==> config.mk <==
export PLATFORM = sky130hd
export DESIGN_NAME = output_fm_multibank_flat
export DESIGN_NICKNAME = d
export VERILOG_FILES = /design/src/rtl/output_fm_pkg.sv /design/src/rtl/output_fm_multibank_if.sv /design/src/rtl/out_fm_rd_pipe.sv /design/src/rtl/output_fm_multibank.sv /design/src/flat_wrapper.sv
export SDC_FILE = /design/constraint.sdc
export NUM_CORES = 1
export LEC_CHECK = 0
export BUFFER_PORTS_ARGS = -buffer_cell sky130_fd_sc_hd__buf_2
export CAP_MARGIN = 20
export CORE_AREA = 2 2 107 109
export CTS_CLUSTER_DIAMETER = 40
export CTS_CLUSTER_SIZE = 14
export DETAILED_ROUTE_END_ITERATION = 8
export DIE_AREA = 0 0 109 111
export PLACE_DENSITY_LB_ADDON = 0.1
export SKIP_LAST_GASP = 1
export SYNTH_ARGS = -nofsm -noshare
export SYNTH_HDL_FRONTEND = slang
export SYNTH_SLANG_ARGS = --single-unit
==> constraint.sdc <==
create_clock -name clk -period 3.5 [get_ports clk]
set_input_delay 0.35 -clock clk [delete_from_list [all_inputs] [get_ports clk]]
set_output_delay 0.35 -clock clk [all_outputs]
set_load 0.005 [all_outputs]
==> src/rtl/output_fm_pkg.sv <==
// output_fm_pkg: shared FSM state type and bank-index width helper for output_fm_multibank
package output_fm_pkg;
  typedef enum logic [1:0] {IDLE, LOAD, STORE, DRAIN} state_t;
  function automatic int bank_w(input int y);
    return (y > 1) ? $clog2(y) : 1;
  endfunction
  localparam int BANK_W = bank_w(4);
endpackage

==> src/rtl/output_fm_multibank_if.sv <==
// output_fm_multibank_if: control, FIFO and bank buses of output_fm_multibank
// master: the engine (drives busy/done, FIFO pop/push, bank strobes); slave: its environment
interface output_fm_multibank_if #(parameter int AW = 16, parameter int DW = 32, parameter int Y = 4);
  logic ld_start, st_start, zero_init, busy, ld_done, st_done;
  logic [DW-1:0] ld_fifo_data;
  logic ld_fifo_empty, ld_fifo_pop;
  logic [DW-1:0] st_fifo_data;
  logic st_fifo_push, st_fifo_almost_full;
  logic [Y-1:0] bank_wr_ena;
  logic [AW-1:0] bank_wr_addr;
  logic [DW-1:0] bank_wr_data;
  logic [Y-1:0] bank_rd_ena;
  logic [AW-1:0] bank_rd_addr;
  logic [Y*DW-1:0] bank_rd_data;
  modport master(
    input ld_start, st_start, zero_init, ld_fifo_data, ld_fifo_empty, st_fifo_almost_full, bank_rd_data,
    output busy, ld_done, st_done, ld_fifo_pop, st_fifo_data, st_fifo_push,
    bank_wr_ena, bank_wr_addr, bank_wr_data, bank_rd_ena, bank_rd_addr
  );
  modport slave(
    output ld_start, st_start, zero_init, ld_fifo_data, ld_fifo_empty, st_fifo_almost_full, bank_rd_data,
    input busy, ld_done, st_done, ld_fifo_pop, st_fifo_data, st_fifo_push,
    bank_wr_ena, bank_wr_addr, bank_wr_data, bank_rd_ena, bank_rd_addr
  );
endinterface

==> src/rtl/out_fm_rd_pipe.sv <==
// out_fm_rd_pipe: RD_LAT-deep delay line carrying read-valid and bank index
// ports: clk, rst (async high); vld_i/bank_i issued read; vld_o/bank_o same read RD_LAT cycles later;
// inflight high while any read is still travelling through the line
module out_fm_rd_pipe #(
  parameter int RD_LAT = 2,
  parameter int BW = 2
) (
  input  logic          clk,
  input  logic          rst,
  input  logic          vld_i,
  input  logic [BW-1:0] bank_i,
  output logic          vld_o,
  output logic [BW-1:0] bank_o,
  output logic          inflight
);
  localparam int PW = RD_LAT * BW;
  logic [RD_LAT-1:0] vld_q, vld_d;
  logic [PW-1:0] bank_q, bank_d;
  always_comb begin
    vld_d = RD_LAT'({vld_q, vld_i});
    bank_d = PW'({bank_q, bank_i});
  end
  always_ff @(posedge clk or posedge rst)
    if (rst) begin
      vld_q <= '0;
      bank_q <= '0;
    end else begin
      vld_q <= vld_d;
      bank_q <= bank_d;
    end
  assign vld_o = vld_q[RD_LAT-1];
  assign bank_o = bank_q[PW-1 -: BW];
  assign inflight = |vld_q;
endmodule

==> src/rtl/output_fm_multibank.sv <==
// output_fm_multibank: loads Y*SLICE words from a FIFO into Y banks and stores them back to a FIFO
// ports: clk, rst (async high); bus (master): ld_start/st_start/zero_init control, busy/ld_done/st_done status,
// load FIFO (data/empty/pop), store FIFO (data/push/almost_full), bank write and read strobes/address/data
// OUTPUT_FM_ZERO_INIT_EN: when defined, ld_start with zero_init fills every bank with zeros instead of the FIFO
module output_fm_multibank
  import output_fm_pkg::*;
#(
  parameter int AW = 16,
  parameter int DW = 32,
  parameter int Y = 4,
  parameter int SLICE = 1024,
  parameter int RD_LAT = 2
) (
  input logic clk,
  input logic rst,
  output_fm_multibank_if.master bus
);
  localparam int BW = bank_w(Y);
  state_t state_q, state_d;
  logic [AW-1:0] addr_q, addr_d, wr_addr_q, wr_addr_d;
  logic [BW-1:0] bank_q, bank_d, wr_bank_q, wr_bank_d, pbank;
  logic [DW-1:0] wr_data_q, wr_data_d;
  logic wr_vld_q, wr_vld_d, fin_q, fin_d, zero_q, zero_d;
  logic wrap, last, ld_act, pop, issue, adv, ld_dn, st_dn, push, inflight;
  // fin_q marks that the last load word has been taken; the engine then waits for its write to land
  always_comb begin
    wrap = addr_q == AW'(SLICE - 1);
    last = wrap && bank_q == BW'(Y - 1);
    ld_act = state_q == LOAD && !fin_q;
    pop = ld_act && !zero_q && !bus.ld_fifo_empty;
    issue = state_q == STORE && !bus.st_fifo_almost_full;
    adv = issue || (ld_act && (zero_q || !bus.ld_fifo_empty));
    ld_dn = state_q == LOAD && fin_q && !wr_vld_q;
    st_dn = state_q == DRAIN && !inflight;
    state_d = state_q;
    addr_d = adv ? (wrap ? '0 : addr_q + 1'b1) : addr_q;
    bank_d = (adv && wrap) ? (last ? '0 : bank_q + 1'b1) : bank_q;
    fin_d = fin_q || (ld_act && adv && last);
    zero_d = zero_q;
    wr_vld_d = ld_act && adv;
    wr_addr_d = addr_q;
    wr_bank_d = bank_q;
    wr_data_d = zero_q ? '0 : bus.ld_fifo_data;
    if (state_q == IDLE && (bus.ld_start || bus.st_start)) begin
      state_d = bus.ld_start ? LOAD : STORE;
      addr_d = '0;
      bank_d = '0;
      fin_d = 1'b0;
`ifdef OUTPUT_FM_ZERO_INIT_EN
      zero_d = bus.ld_start && bus.zero_init;
`else
      zero_d = 1'b0;
`endif
    end
    if (issue && last) state_d = DRAIN;
    if (ld_dn || st_dn) state_d = IDLE;
  end
  always_ff @(posedge clk or posedge rst)
    if (rst) begin
      state_q <= IDLE;
      addr_q <= '0;
      bank_q <= '0;
      wr_addr_q <= '0;
      wr_bank_q <= '0;
      wr_data_q <= '0;
      wr_vld_q <= 1'b0;
      fin_q <= 1'b0;
      zero_q <= 1'b0;
    end else begin
      state_q <= state_d;
      addr_q <= addr_d;
      bank_q <= bank_d;
      wr_addr_q <= wr_addr_d;
      wr_bank_q <= wr_bank_d;
      wr_data_q <= wr_data_d;
      wr_vld_q <= wr_vld_d;
      fin_q <= fin_d;
      zero_q <= zero_d;
    end
  out_fm_rd_pipe #(.RD_LAT(RD_LAT), .BW(BW)) u_rd_pipe (
    .clk(clk), .rst(rst), .vld_i(issue), .bank_i(bank_q),
    .vld_o(push), .bank_o(pbank), .inflight(inflight)
  );
  assign bus.busy = state_q != IDLE;
  assign bus.ld_done = ld_dn;
  assign bus.st_done = st_dn;
  assign bus.ld_fifo_pop = pop;
  assign bus.bank_wr_ena = wr_vld_q ? Y'(1) << wr_bank_q : '0;
  assign bus.bank_wr_addr = wr_vld_q ? wr_addr_q : '0;
  assign bus.bank_wr_data = wr_vld_q ? wr_data_q : '0;
  assign bus.bank_rd_ena = issue ? Y'(1) << bank_q : '0;
  assign bus.bank_rd_addr = issue ? addr_q : '0;
  assign bus.st_fifo_push = push;
  assign bus.st_fifo_data = push ? bus.bank_rd_data[pbank*DW +: DW] : '0;
endmodule

==> src/flat_wrapper.sv <==
// flat-port wrapper written by rule: the top's interface ports become plain ports
module output_fm_multibank_flat import output_fm_pkg::*;
#(
  parameter int AW = 16,
  parameter int DW = 32,
  parameter int Y = 4,
  parameter int SLICE = 1024,
  parameter int RD_LAT = 2
)
  (clk, rst, bus_ld_start, bus_st_start, bus_zero_init, bus_ld_fifo_data, bus_ld_fifo_empty, bus_st_fifo_almost_full, bus_bank_rd_data, bus_busy, bus_ld_done, bus_st_done, bus_ld_fifo_pop, bus_st_fifo_data, bus_st_fifo_push, bus_bank_wr_ena, bus_bank_wr_addr, bus_bank_wr_data, bus_bank_rd_ena, bus_bank_rd_addr);
  output_fm_multibank_if #(.AW(AW), .DW(DW), .Y(Y)) bus_i ();
  input logic clk;
  input logic rst;
  input wire logic [$bits(bus_i.ld_start)-1:0] bus_ld_start;
  input wire logic [$bits(bus_i.st_start)-1:0] bus_st_start;
  input wire logic [$bits(bus_i.zero_init)-1:0] bus_zero_init;
  input wire logic [$bits(bus_i.ld_fifo_data)-1:0] bus_ld_fifo_data;
  input wire logic [$bits(bus_i.ld_fifo_empty)-1:0] bus_ld_fifo_empty;
  input wire logic [$bits(bus_i.st_fifo_almost_full)-1:0] bus_st_fifo_almost_full;
  input wire logic [$bits(bus_i.bank_rd_data)-1:0] bus_bank_rd_data;
  output wire logic [$bits(bus_i.busy)-1:0] bus_busy;
  output wire logic [$bits(bus_i.ld_done)-1:0] bus_ld_done;
  output wire logic [$bits(bus_i.st_done)-1:0] bus_st_done;
  output wire logic [$bits(bus_i.ld_fifo_pop)-1:0] bus_ld_fifo_pop;
  output wire logic [$bits(bus_i.st_fifo_data)-1:0] bus_st_fifo_data;
  output wire logic [$bits(bus_i.st_fifo_push)-1:0] bus_st_fifo_push;
  output wire logic [$bits(bus_i.bank_wr_ena)-1:0] bus_bank_wr_ena;
  output wire logic [$bits(bus_i.bank_wr_addr)-1:0] bus_bank_wr_addr;
  output wire logic [$bits(bus_i.bank_wr_data)-1:0] bus_bank_wr_data;
  output wire logic [$bits(bus_i.bank_rd_ena)-1:0] bus_bank_rd_ena;
  output wire logic [$bits(bus_i.bank_rd_addr)-1:0] bus_bank_rd_addr;
  assign bus_i.ld_start = bus_ld_start;
  assign bus_i.st_start = bus_st_start;
  assign bus_i.zero_init = bus_zero_init;
  assign bus_i.ld_fifo_data = bus_ld_fifo_data;
  assign bus_i.ld_fifo_empty = bus_ld_fifo_empty;
  assign bus_i.st_fifo_almost_full = bus_st_fifo_almost_full;
  assign bus_i.bank_rd_data = bus_bank_rd_data;
  assign bus_busy = bus_i.busy;
  assign bus_ld_done = bus_i.ld_done;
  assign bus_st_done = bus_i.st_done;
  assign bus_ld_fifo_pop = bus_i.ld_fifo_pop;
  assign bus_st_fifo_data = bus_i.st_fifo_data;
  assign bus_st_fifo_push = bus_i.st_fifo_push;
  assign bus_bank_wr_ena = bus_i.bank_wr_ena;
  assign bus_bank_wr_addr = bus_i.bank_wr_addr;
  assign bus_bank_wr_data = bus_i.bank_wr_data;
  assign bus_bank_rd_ena = bus_i.bank_rd_ena;
  assign bus_bank_rd_addr = bus_i.bank_rd_addr;
  output_fm_multibank #(.AW(AW), .DW(DW), .Y(Y), .SLICE(SLICE), .RD_LAT(RD_LAT)) u_core (.clk(clk), .rst(rst), .bus(bus_i));
endmodule
Yosys cells after proc, flatten, opt, wreduce, memory -nomap -nowiden
Cells that the tools add are included.

Muxes and demuxes: 17. Shift-type cells: 3. Reduce and logical (&&, ||, !) cells: 27. Add/sub/neg operators: 2. Eq/ne operators: 5.

Operator list (number): 128-bit by 8-bit indexed part select with 32-bit output (1); 16-bit 2-to-1 mux (5); 32-bit 2-to-1 mux (2); 16-bit by 1-bit adder with 16-bit output (second input constant) (1); 16-bit by 10-bit == test with 1-bit output (second input constant) (1); 2-bit 2-to-1 mux (7); 1-bit logical AND (12); 4-bit 2-to-1 mux (2); 1-bit by 2-bit left shift with 4-bit output (first input constant) (2); 2-bit == test (second input constant) (3); 2-bit nonzero test (3); 1-bit logical NOT (5); 1-bit logical OR (4); 3-bit nonzero test (1); 2-bit by 1-bit adder with 2-bit output (second input constant) (1); 2-bit by 1-bit == test with 1-bit output (second input constant) (1); 2-bit logical NOT (1); 2-bit OR reduction (1); 1-bit 2-to-1 mux (1).

Bits in registers: 78. Logic and storage cells: 64. Output and inout port bits: 109.

Longest topological paths before layout
Gate-level depths: netlist of run 1.

Depth after elaboration: 8. Depth in mapped cells: 6.

Hierarchy
From an unflattened synthesis of run 1, not the netlist that was laid out.

Cells, all modules: 353. Area, all modules: 4179.0 sq um.

By module, submodules not included: output_fm_multibank (cells an instance 343, times used 1, area each 4003.8 sq um, sequential area each 1801.7 sq um); out_fm_rd_pipe (cells an instance 10, times used 1, area each 175.2 sq um, sequential area each 150.1 sq um).

Worst setup path after synthesis of run 1
No wires, ideal clock.

Path type: register -> output. Start point: register u_core.u_rd_pipe.bank_q[2]. End point: output port bus_st_fifo_data[10]. Data arrival time: 1510 ps. Setup slack: 1640 ps. Cell stages (with the launch flop): 5. Path buffers: 2. Cells stage by stage: dfrtp_1 -> clkbuf_1 -> buf_2 -> mux4_2 -> and2_1.

Word-level cells in the longest chain between the ends: 2.

RTL lines: from (decl) (line out_fm_rd_pipe.sv:18) `logic [PW-1:0] bank_q, bank_d;`; from (signal assigned) (line out_fm_rd_pipe.sv:29) `bank_q <= bank_d;`; 128-bit by 8-bit indexed part select with 32-bit output (line output_fm_multibank.sv:94) `assign bus.st_fifo_data = push ? bus.bank_rd_data[pbank*DW +: DW] : '0;`; 32-bit 2-to-1 mux (line output_fm_multibank.sv:94); to (decl) (line flat_wrapper.sv:25) `output wire logic [$bits(bus_i.st_fifo_data)-1:0] bus_st_fifo_data;`.

No other way between the ends.

Worst setup path after layout of run 1
Start point: register u_core.u_rd_pipe.bank_q[2]. End point: output port bus_st_fifo_data[18].

The elaborated chain is that of the path after synthesis.

==> key figures, run 1 <==
Power
  – P_leak: 3.06 nW
  – P per Cell Area: 387 nW/µm²
  – Peak VDD IR: 0.243 mV

Critical path
  – Critical path required time: between 3 and 4 ns
  – WP buf/inv: 2
  – R2R setup slack: 1.27 ns
  – Cells on worst reg2reg path: 4
  – Crit-path max FO: 23
  – Startpoint types: flop
  – Reg2reg start: u_core.state_q[1]
  – WP data arrival: 2.26 ns
  – Worst reg2reg endpoint: u_core.addr_q[0]
  – Slowest cell on the critical path: dfrtp_2
  – Critical Path End Type: output pin
  – Crit-path cells: buf_4 -> mux4_2 -> and2_1 -> buf_2
  – Slowest Stage Delay on Critical Path: between 0.8 and 0.9 ns
  – Critical path class: reg -> out
  – Delay-heaviest family, CP: flip-flops

Global route
  – M2 GR Usage: 38.8%
  – Initial antenna violation count: 1
  – M3 GR Usage: 11.1%
  – Largest net degree at the start of global routing: 41
  – GR Util All Layers: a little under a quarter
  – Grt total ovfl: 0
  – First-pass GRT wire length: 21600 µm
  – Vias in the first global route: approximately 3900
  – Grt met1 use: approximately 29%
  – GRT Max-Usage Layer: met2

Clock network
  – Clk sink count: 76
  – CTS buffer count: 9
  – Worst skew pair latency: 0.33 ns
  – H-tree levels: 3
  – TritonCTS clock tree: done
  – CTS resizes: 0
  – Setup Buffers After CTS: 0
  – Hold buffers post-CTS: 0
  – Worst-case clock buffer depth: 2
  – Root Driver: clkbuf_16
  – Clock transition at path regs: roughly 0.06 ns

Cells and area
  – Layout fillers: 1026
  – Nets: between 700 and 800
  – Fin util: 54.0%
  – Area growth syn-to-layout: 44.3%
  – Layout cells sized above 1: 54.2%
  – Final cell count without fillers: 773

STA
  – Setup violators final: 0
  – F_max: around 380 MHz
  – Slew @ Worst Pin: 0.945 ns
  – Worst slew margin: 37.0%
  – Final setup margin: 0.887 ns
  – Final hold violations: 0
  – Fin. max-slew vios: 0
  – Period utilization: 74.7%
  – Final TNS setup: 0 ns
  – Tmin final: approximately 2.6 ns
  – RSZ-0062 raised after global routing: no
  – Final clock skew: 0.0101 ns

Floorplanning
  – Initial core utilization: 37.4%
  – Core Region: between 10000 and 15000 µm²
  – Top-Level Pins: 276
  – Die area: 12100 µm²
  – Die Y-Extent: 111 µm
  – Cell row count: 39
  – Die X: roughly 110 µm

Place
  – Post-DP HPWL: 11600 µm
  – Pre-CTS setup slack: 1.19 ns
  – Port-buffer cells: 274
  – Post-placement cell count: between 700 and 800
  – Placer congestion estimate: about 0.9

Route
  – Antenna viol nets, final: 0
  – Via count: 3866
  – Number of vias per cell: approximately 5.0
  – Wire per inst: 18.5 µm
  – Drt pass-1 iters: 5
  – Initial DRC count: roughly 260
  – DRC errors left: 0
  – WL final: 14300 µm

Worst hold path
  – Worst Hold Class: in -> async

Logic synthesis
  – Yosys warns: 0
  – Syn Nets: 527
  – Part of the Yosys area used for sequential elements: around 46%
  – Synth area leader: dfrtp_1
  – Yosys reg bits: 76
  – Area contributors post-synth: dfrtp_1 46%, mux4_2 17%, and2_1 15%, a21oi_1 1.6%, ha_1 1.5%
  – Top cell type's share of synthesized area: 45.9%
  – Post-synth ARST share: 100%
  – Mapped Area: 4140 µm²
  – Synthesized area per cell: 11.7 µm²
  – Number of flops mapped to enable cells by yosys: 0
  – Post-Syn Instances: ~360
  – Unique cell type count in the Yosys netlist: slightly above 40
  – Main synth FF type: dfrtp_1

Status
  – Status: complete, no violations

Job
  – Maxcap violations: 0
through the flow:
stage	hold slack (ns)	total power [mW]	area (µm²)
after floorplan	0.349	1.18	4140
after global placement	0.388	1.36	5650
after detailed placement	0.396	1.37	5650
after CTS	0.0457	2.35	5980
after global routing	0.0732	2.42	5980
final	0.0361	2.31	5980
cells by family (layout without fill, tap and decap cells):
family / count (synthesis) / count (layout) / synth area share (%)
adders and majority gates: 5 / 5 / 1.51
muxes: 36 / 36 / 18.4
xor gates and xnor gates: 2 / 2 / 0.423
and+or+nand+nor: 169 / 169 / 25.3
buffers and inverters: 30 / 304 / 2.96
AOI/OAI and AO/OA: 37 / 37 / 5.50
DFF: 76 / 76 / 45.9
other: 0 / 1 / 0
flip-flops by register name, summed over array words and instances, names as in the netlist, 2 cells and up:
| name | count |
|---|---|
| u_core.wr_data_q | 32 |
| u_core.addr_q | 16 |
| u_core.wr_addr_q | 16 |
| u_core.u_rd_pipe.bank_q | 3 |
| u_core.bank_q | 2 |
| u_core.state_q | 2 |
| u_core.u_rd_pipe.vld_q | 2 |
placed cells by master (no fill, tap or decap), types with 2 or more instances in the layout:
master,Yosys,routed
nand3_1,6,6
ha_1,5,5
nor4_1,4,4
nor3_1,3,3
and2_1,101,101
a21oi_1,13,13
o31ai_1,6,6
buf_4,0,8
clkbuf_8,0,3
o21ai_0,10,10
or2_2,4,4
clkbuf_16,0,9
inv_1,6,5
nand4_1,3,3
buf_2,7,274
mux4_2,32,32
or3_1,6,6
o21a_1,2,2
or4_1,6,6
nor2_1,12,12
nand2_1,12,12
dfrtp_1,76,75
mux2i_1,4,4
and3_1,3,3
metal layers:
metal / up-vias / share of wire (%)
li1: 1803 / -
met1: 1888 / 38
met2: 161 / 49
met3: 14 / 12
met4: 0 / 1.2
met5: - / 0
area by class of cell:
cell class / instances / area, µm² / area share (%)
multi-input combinational: 249 / 2120 / 35.4
sequential: 76 / 1900 / 31.8
timing repair buffer: 282 / 1430 / 23.9
clock buffer: 12 / 267 / 4.46
tap: 143 / 179 / 2.99
clock inverter: 4 / 55.1 / 0.921
inverter: 6 / 22.5 / 0.377
antenna: 1 / 2.50 / 0.0419
how the worst max path moves through the flow:
stage,startpoint,to,slack (ns),cells after the start
floorplan,rst,u_core.addr_q[0],1.21,1
global placement,u_core.u_rd_pipe.bank_q[2],bus_st_fifo_data[18],1.23,4
detailed placement,u_core.u_rd_pipe.bank_q[2],bus_st_fifo_data[18],1.19,4
CTS,u_core.u_rd_pipe.bank_q[2],bus_st_fifo_data[13],0.84,4
global route,u_core.u_rd_pipe.bank_q[2],bus_st_fifo_data[18],0.70,4
finish,u_core.u_rd_pipe.bank_q[2],bus_st_fifo_data[18],0.89,4
Yosys cell counts, types with 7 or more instances:
library cell / instances
and2_1: 101
dfrtp_1: 76
mux4_2: 32
clkbuf_1: 15
a21oi_1: 13
nand2_1: 12
nor2_1: 12
o21ai_0: 10
buf_2: 7
power by group:
group / leakage [nW] / total (mW) / internal, mW / switching, mW
sequential: 0.960 / 1.04 / 0.959 / 0.0803
combinational: 1.95 / 0.307 / 0.170 / 0.137
clock: 0.155 / 0.968 / 0.614 / 0.354
Power figures use the tool's default switching activity.
==> inputs of run 2 (changes only) <==
--- a/config.mk
+++ b/config.mk
@@ -5,13 +5,13 @@
 export SDC_FILE = /design/constraint.sdc
 export NUM_CORES = 1
 export LEC_CHECK = 0
+export ABC_AREA = 1
 export BUFFER_PORTS_ARGS = -buffer_cell sky130_fd_sc_hd__buf_2
 export CAP_MARGIN = 20
-export CORE_AREA = 2 2 107 109
+export CORE_UTILIZATION = 39
 export CTS_CLUSTER_DIAMETER = 40
 export CTS_CLUSTER_SIZE = 14
 export DETAILED_ROUTE_END_ITERATION = 8
-export DIE_AREA = 0 0 109 111
 export PLACE_DENSITY_LB_ADDON = 0.1
 export SKIP_LAST_GASP = 1
 export SYNTH_ARGS = -nofsm -noshare
==> constraint.sdc (replaced) <==
create_clock -name clk -period 2.33 [get_ports clk]
set_input_delay 0.233 -clock clk [delete_from_list [all_inputs] [get_ports clk]]
set_output_delay 0.233 -clock clk [all_outputs]
set_load 0.005 [all_outputs]
==> key figures, run 2 <==
Worst hold path
  – Worst Hold Class: in -> async

Global route
  – GR Util All Layers: 25.4% (+1.5 points)
  – Vias in the first global route: 4672 (+19%)
  – First-pass GRT wire length: 23100 µm (+7.0%)
  – Largest net degree at the start of global routing: 77 (+88%)
  – Initial antenna violation count: 2 (+1)
  – Grt total ovfl: 0 (unchanged)

Status
  – Status: finished with violations
  – Violated checks: hold timing

Floorplanning
  – Die area: 11800 µm² (-2.4%)
  – Cell row count: 38 (-2.6%)
  – Die Y-Extent: 109 µm (-2.1%)
  – Initial core utilization: 40.4% (+3.0 points)
  – Top-Level Pins: 276 (unchanged)
  – Die X: 109 µm (-0.33%)
  – Core Region: 11000 µm² (-0.85%)

Logic synthesis
  – Part of the Yosys area used for sequential elements: 42.9% (-3.0 points)
  – Main synth FF type: dfrtp_1
  – Most frequent cell after synthesis: nor2_1
  – Synth cell count leaders: 175 x nor2_1, 94 x inv_1, 93 x nand2_1
  – Synthesized area per cell: 6.77 µm² (-42%)
  – Syn Nets: 827 (+57%)
  – Yosys warns: 0 (unchanged)
  – Post-synth ARST share: 100% (unchanged)
  – Number of flops mapped to enable cells by yosys: 0 (unchanged)
  – Yosys reg bits: 76 (unchanged)
  – Top cell type's share of synthesized area: 42.9% (-3.0 points)
  – Mapped Area: 4440 µm² (+7.1%)
  – Area contributors post-synth: dfrtp_1 43%, nor2_1 15%, inv_1 8.0%, o21ai_0 7.9%, nand2_1 7.9%
  – Unique cell type count in the Yosys netlist: 28 (-32%)
  – Synth area leader: dfrtp_1
  – Post-Syn Instances: 655 (+85%)

Power
  – P per Cell Area: 892 nW/µm² (+130%)
  – P_leak: 3.84 nW (+25%)
  – Peak VDD IR: 0.543 mV (+120%)

Clock network
  – Clock transition at path regs: 0.06 ns (about the same)
  – CTS buffer count: 9 (unchanged)
  – Worst-case clock buffer depth: 2 (unchanged)
  – H-tree levels: 3 (unchanged)
  – Worst skew pair latency: 0.33 ns (about the same)
  – TritonCTS clock tree: done
  – Setup Buffers After CTS: 0 (unchanged)
  – Clk sink count: 76 (unchanged)
  – Root Driver: clkbuf_16

Critical path
  – WP data arrival: 1.88 ns (-0.38 ns)
  – Critical Path End Type: output pin
  – Critical path required time: 2.10 ns (-1.05 ns)
  – Cells on worst reg2reg path: 10 (+6)
  – Startpoint types: flop
  – Crit-path max FO: 64 (+180%)
  – Critical path class: reg -> out

STA
  – Slew @ Worst Pin: 0.656 ns (-0.290 ns)
  – Hold Worst Slack: -0.00370 ns (-0.0398 ns)
  – RSZ-0062 raised after global routing: no
  – Final TNS setup: 0 ns (unchanged)
  – Worst slew margin: 56.2% (+19 points)
  – Tmin final: 2.11 ns
  – Period utilization: 90.5%
  – Final hold violations: 3 (+3)
  – F_max: 474 MHz
  – Final clock skew: 0.00695 ns (-0.00314 ns)
  – Fin. max-slew vios: 0 (unchanged)
  – Setup violators final: 0 (unchanged)

Route
  – Via count: 5129 (+33%)
  – Drt pass-1 iters: 5 (unchanged)
  – WL final: 15300 µm (+6.6%)
  – Number of vias per cell: 4.77 (-4.6%)
  – Initial DRC count: 385 (+50%)
  – Antenna viol nets, final: 0 (unchanged)
  – DRC errors left: 0 (unchanged)
  – Wire per inst: 14.2 µm (-23%)

Cells and area
  – Layout fillers: 1050 (+2.3%)
  – Layout cells sized above 1: 34.3% (-20 points)
  – Final cell count without fillers: 1075 (+39%)
  – Most frequent cells in the layout: 274 x buf_2, 175 x nor2_1, 93 x nand2_1, 93 x inv_1, 75 x dfrtp_1
  – Largest regs: u_core.wr_data_q (32), u_core.addr_q (16), u_core.wr_addr_q (16)
  – Area growth syn-to-layout: 43.5%
  – Commonest non-fill, non-tap cell in the layout: buf_2
  – Nets: 1100 (+38%)
  – Largest register FFs: 32 (unchanged)
  – Largest register by flop count: u_core.wr_data_q

Place
  – Port-buffer cells: 274 (unchanged)
  – Post-placement cell count: 1044 (+38%)
  – Placer congestion estimate: 0.873 (-1.4%)
  – Post-DP HPWL: 11700 µm (+0.45%)

Job
  – Maxcap violations: 0 (unchanged)
## run 2: power by group
part | internal (mW) | switching [mW]
sequential | 1.51 | 0.167
clock | 0.828 | 0.524
combinational | 0.970 | 1.67
total | 3.31 | 2.36
## run 2: what timing repair did
item / in CTS / in global routing
gates resized for setup: 1 / 0
hold buffers: 3 / 10
endpoints found under the setup margin: 17 / 0
hold endpoints to repair: 3 / 10
## run 2: path summary, 6_finish.rpt
kind	startpoint	to	slack (ns)
worst max-delay path	u_core.u_rd_pipe.bank_q[2]	bus_st_fifo_data[2]	0.22
worst min-delay path	rst	u_core.wr_data_q[0]	-0.004
worst min register to register	u_core.u_rd_pipe.vld_q[0]	u_core.u_rd_pipe.vld_q[1]	0.38
worst max register to register	u_core.addr_q[1]	u_core.bank_q[1]	0.72
min in group clk	bus_ld_fifo_data[16]	u_core.wr_data_q[16]	0.01
max in group asynchronous	rst	u_core.u_rd_pipe.bank_q[2]	2.02
## run 2: cell families after synthesis
family / count (synthesis) / synth area share, %
compound gates: 115 / 13.5
buf+inv: 133 / 11.8
flops: 76 / 42.9
simple gates: 325 / 30.2
xor+xnor: 1 / 0.197
fa+ha+maj: 5 / 1.41
## run 2: critical path: stages (launching register included)
cell and delay [ns]:
dfrtp_2 0.36, buf_4 0.51, nor2_1 0.15, nor2_1 0.13, o21ai_0 0.09, a21oi_1 0.15, buf_2 0.13
## run 2: per-layer routing
layer  vias to the layer above  share of wire (%)  GRT usage, %
met4                         0                2.2          8.78
met3                        25                7.1          5.86
li1                       2576                  -             -
met5                         -                  0             0
met1                      2343                 41          31.6
met2                       185                 50          43.2
## run 2: final cells by class
type	count	area [µm²]	area share, %
diodes	2	5.00	0.0786
repair buffers	296	1610	25.2
clock buffers	10	229	3.60
well taps	140	175	2.75
multi-input cells	446	2010	31.6
clock inverters	6	63.8	1.00
flip-flops and latches	76	1900	29.9
inverters	99	373	5.86
## run 2: through the flow
step | utilization (%) | total power, mW | hold WS (ns) | area, µm² | setup slack, ns
floorplan | - | 3.45 | 0.264 | 4440 | 0.159
global placement | 54.0 | 4.23 | 0.342 | 5940 | 0.393
detailed placement | 54.0 | 4.30 | 0.342 | 5940 | 0.315
CTS | 57.0 | 5.68 | 0.000111 | 6260 | 0.231
global route | 58.0 | 6.14 | 0.000335 | 6360 | 0.0796
finish | 58.0 | 5.68 | -0.00370 | 6360 | 0.222
==> inputs of run 3 (changes only) <==
--- a/config.mk
+++ b/config.mk
@@ -8,7 +8,7 @@
 export ABC_AREA = 1
 export BUFFER_PORTS_ARGS = -buffer_cell sky130_fd_sc_hd__buf_2
 export CAP_MARGIN = 20
-export CORE_UTILIZATION = 39
+export CORE_UTILIZATION = 40
 export CTS_CLUSTER_DIAMETER = 40
 export CTS_CLUSTER_SIZE = 14
 export DETAILED_ROUTE_END_ITERATION = 8
@@ -16,4 +16,5 @@
 export SKIP_LAST_GASP = 1
 export SYNTH_ARGS = -nofsm -noshare
 export SYNTH_HDL_FRONTEND = slang
+export SYNTH_HIERARCHICAL = 1
 export SYNTH_SLANG_ARGS = --single-unit
==> key figures, run 3 <==
Floorplanning
  – Die area: 11700 µm² (-1.0%)
  – Die X: 108 µm (-0.50%)
  – Die Y-Extent: 108 µm (-0.50%)
  – Top-Level Pins: 276 (unchanged)
  – Core Region: 10900 µm² (-0.87%)
  – Cell row count: 38 (unchanged)
  – Initial core utilization: 41.4% (+0.97 points)

Critical path
  – Reg2reg start: u_core/addr_q[0]
  – WP data arrival: 1.84 ns (-0.04 ns)
  – Critical path required time: 2.10 ns (about the same)
  – Critical Path End Type: output pin
  – R2R setup slack: 0.69 ns (-0.03 ns)
  – Critical Path Source: u_core/u_rd_pipe/bank_q[3]
  – Crit-path max FO: 32 (-50%)
  – Startpoint types: flop
  – Critical path class: reg -> out

Global route
  – GR Util All Layers: 25.0% (-0.44 points)
  – First-pass GRT wire length: 22700 µm (-1.6%)
  – Vias in the first global route: 4637 (-0.75%)
  – Grt total ovfl: 0 (unchanged)
  – Initial antenna violation count: 3 (+1)
  – Largest net degree at the start of global routing: 50 (-35%)

Power
  – Switching pwr: 2.27 mW (-4.0%)
  – Clock network power share: 20.7% (-3.1 points)
  – Sw Share: 42.0% (+0.35 points)
  – Int Power: 3.13 mW (-5.4%)
  – Peak VDD IR: 0.354 mV (-35%)
  – P_leak: 3.95 nW (+2.9%)
  – Share of power burned in registers: 33.5% (+3.9 points)
  – Comb pwr share: 45.8% (-0.8 points)
  – P per Cell Area: 825 nW/µm² (-7.5%)

STA
  – Fin. max-slew vios: 0 (unchanged)
  – F_max: 482 MHz (+1.5%)
  – Setup violators final: 0 (unchanged)
  – RSZ-0062 raised after global routing: no
  – Final clock skew: 0.0105 ns (+0.00352 ns)
  – Worst slew margin: 56.5% (+0.23 points)
  – Final TNS setup: 0 ns (unchanged)
  – Tmin final: 2.08 ns (-0.0319 ns)
  – Period utilization: 89.1% (-1.4 points)
  – Slew @ Worst Pin: 0.652 ns (-0.00369 ns)
  – Final hold violations: 0 (-3)

Clock network
  – Worst-case clock buffer depth: 2 (unchanged)
  – Worst skew pair latency: 0.35 ns (+0.02 ns)
  – Root Driver: clkbuf_8
  – Clk sink count: 78 (+2.6%)
  – Setup Buffers After CTS: 0 (unchanged)
  – Clock transition at path regs: 0.07 ns (about the same)
  – Hold buffers post-CTS: 33 (+30)
  – CTS resizes: 0 (-1)
  – CTS buffer count: 9 (unchanged)
  – TritonCTS clock tree: done
  – H-tree levels: 3 (unchanged)

Place
  – Post-placement cell count: 1050 (+0.57%)
  – Placer congestion estimate: 0.882 (+0.97%)
  – Port-buffer cells: 274 (unchanged)
  – Post-DP HPWL: 11300 µm (-2.9%)

Logic synthesis
  – Post-synth ARST share: 100% (unchanged)
  – Unique cell type count in the Yosys netlist: 30 (+7.1%)
  – Synth cell count leaders: 174 x nor2_1, 98 x inv_1, 98 x nand2_1
  – Yosys warns: 6 (+6)
  – Synthesized area per cell: 6.81 µm² (+0.60%)
  – Area contributors post-synth: dfrtp_1 43%, nor2_1 15%, inv_1 8.2%, nand2_1 8.2%, o21ai_0 7.3%
  – Main synth FF type: dfrtp_1
  – Most frequent cell after synthesis: nor2_1
  – Part of the Yosys area used for sequential elements: 43.3% (+0.47 points)
  – Mapped Area: 4500 µm² (+1.5%)
  – Post-Syn Instances: 661 (+0.92%)
  – Number of flops mapped to enable cells by yosys: 0 (unchanged)
  – Top cell type's share of synthesized area: 43.3% (+0.47 points)
  – Synth area leader: dfrtp_1
  – Syn Nets: 833 (+0.73%)
  – Yosys reg bits: 78 (+2.6%)

Route
  – Number of vias per cell: 4.78 (+0.25%)
  – Initial DRC count: 480 (+25%)
  – DRC errors left: 0 (unchanged)
  – WL final: 15000 µm (-1.8%)
  – Drt pass-1 iters: 5 (unchanged)
  – Wire per inst: 13.6 µm (-4.1%)
  – Antenna viol nets, final: 0 (unchanged)
  – Via count: 5266 (+2.7%)

Cells and area
  – Commonest non-fill, non-tap cell in the layout: buf_2
  – Area occupied by multi-input gates: 2010 µm² (about the same)
  – Area growth syn-to-layout: 45.4%
  – Layout cells sized above 1: 32.8% (-1.5 points)
  – Most frequent cells in the layout: 274 x buf_2, 174 x nor2_1, 98 x nand2_1, 97 x inv_1, 77 x dfrtp_1
  – Nets: 1126 (+2.4%)
  – Largest regs: u_core/wr_data_q (32), u_core/addr_q (16), u_core/wr_addr_q (16)
  – Layout fillers: 1030 (-1.9%)
  – Seq. cell area: 1950 µm² (+2.6%)
  – Final cell count without fillers: 1101 (+2.4%)
  – Largest register FFs: 32 (unchanged)
  – Largest register by flop count: u_core/wr_data_q

Worst hold path
  – Worst Hold Class: in -> reg
  – Hold_sp: bus_ld_start

Status
  – Status: complete, no violations

Job
  – Maxcap violations: 0 (unchanged)
==> run 3: area by class of cell <==
class	count	share of cell area, %
diodes	3	0.115
repair buffers	318	27.6
clock buffers	10	2.10
well taps	140	2.67
inverters	100	5.73
multi-input cells	447	30.7
flip-flops and latches	78	29.8
clock inverters	5	1.26
==> run 3: final timing paths <==
kind                                         endpoint  cells past startpoint
setup / recovery                 bus_st_fifo_data[31]                      6
hold / removal                      u_core/state_q[1]                      4
setup reg to reg                     u_core/addr_q[5]                      7
hold reg to reg            u_core/u_rd_pipe/bank_q[3]                      0
max in group asynchronous        u_core/wr_data_q[18]                      4
min in group asynchronous   u_core/u_rd_pipe/vld_q[0]                      3
==> run 3: layer usage <==
| metal | GRT usage [%] | part of all wire (%) | vias up |
|---|---|---|---|
| met2 | 42.9 | 50 | 240 |
| met5 | 0 | 0 | - |
| met4 | 7.53 | 1.3 | 0 |
| li1 | - | - | 2631 |
| met3 | 5.79 | 8.5 | 23 |
| met1 | 31.0 | 40 | 2372 |
==> run 3: kinds of logic (layout without fill, tap and decap cells) <==
family | count (synthesis) | after routing | synth area share, %
fa+ha+maj | 5 | 5 | 1.39
buf+inv | 136 | 433 | 12.1
compound gates | 119 | 119 | 13.4
flops | 78 | 78 | 43.3
simple gates | 323 | 323 | 29.8
other cells | 0 | 3 | 0
==> run 3: stage by stage <==
step                      worst slack, ns  cell area [µm²]  hold slack [ns]  util, %  power (mW)
after global routing                0.106             6550            0.183     60.1        5.84
after CTS                           0.250             6540            0.164     60.1        5.42
final                               0.254             6550            0.173     60.1        5.40
after global placement              0.678             5990            0.189     55.0        4.19
after detailed placement            0.642             5990            0.189     55.0        4.24
after floorplan                     0.272             4500           0.0240        -        3.46
==> run 3: critical path: stages (launching register included) <==
cell	delay [ns]
dfrtp_1	0.52
inv_1	0.07
buf_4	0.25
nor2_1	0.15
o21ai_0	0.15
a21oi_1	0.21
buf_2	0.15
==> run 3: power groups by stage <==
| stage | clock, mW | combinational [mW] | sequential (mW) |
|---|---|---|---|
| floorplan | 0 | 1.70 | 1.76 |
| global placement | 0 | 2.36 | 1.83 |
| finish | 1.12 | 2.48 | 1.81 |
| global route | 1.20 | 2.78 | 1.85 |
| CTS | 1.15 | 2.46 | 1.81 |
| detailed placement | 0 | 2.41 | 1.84 |
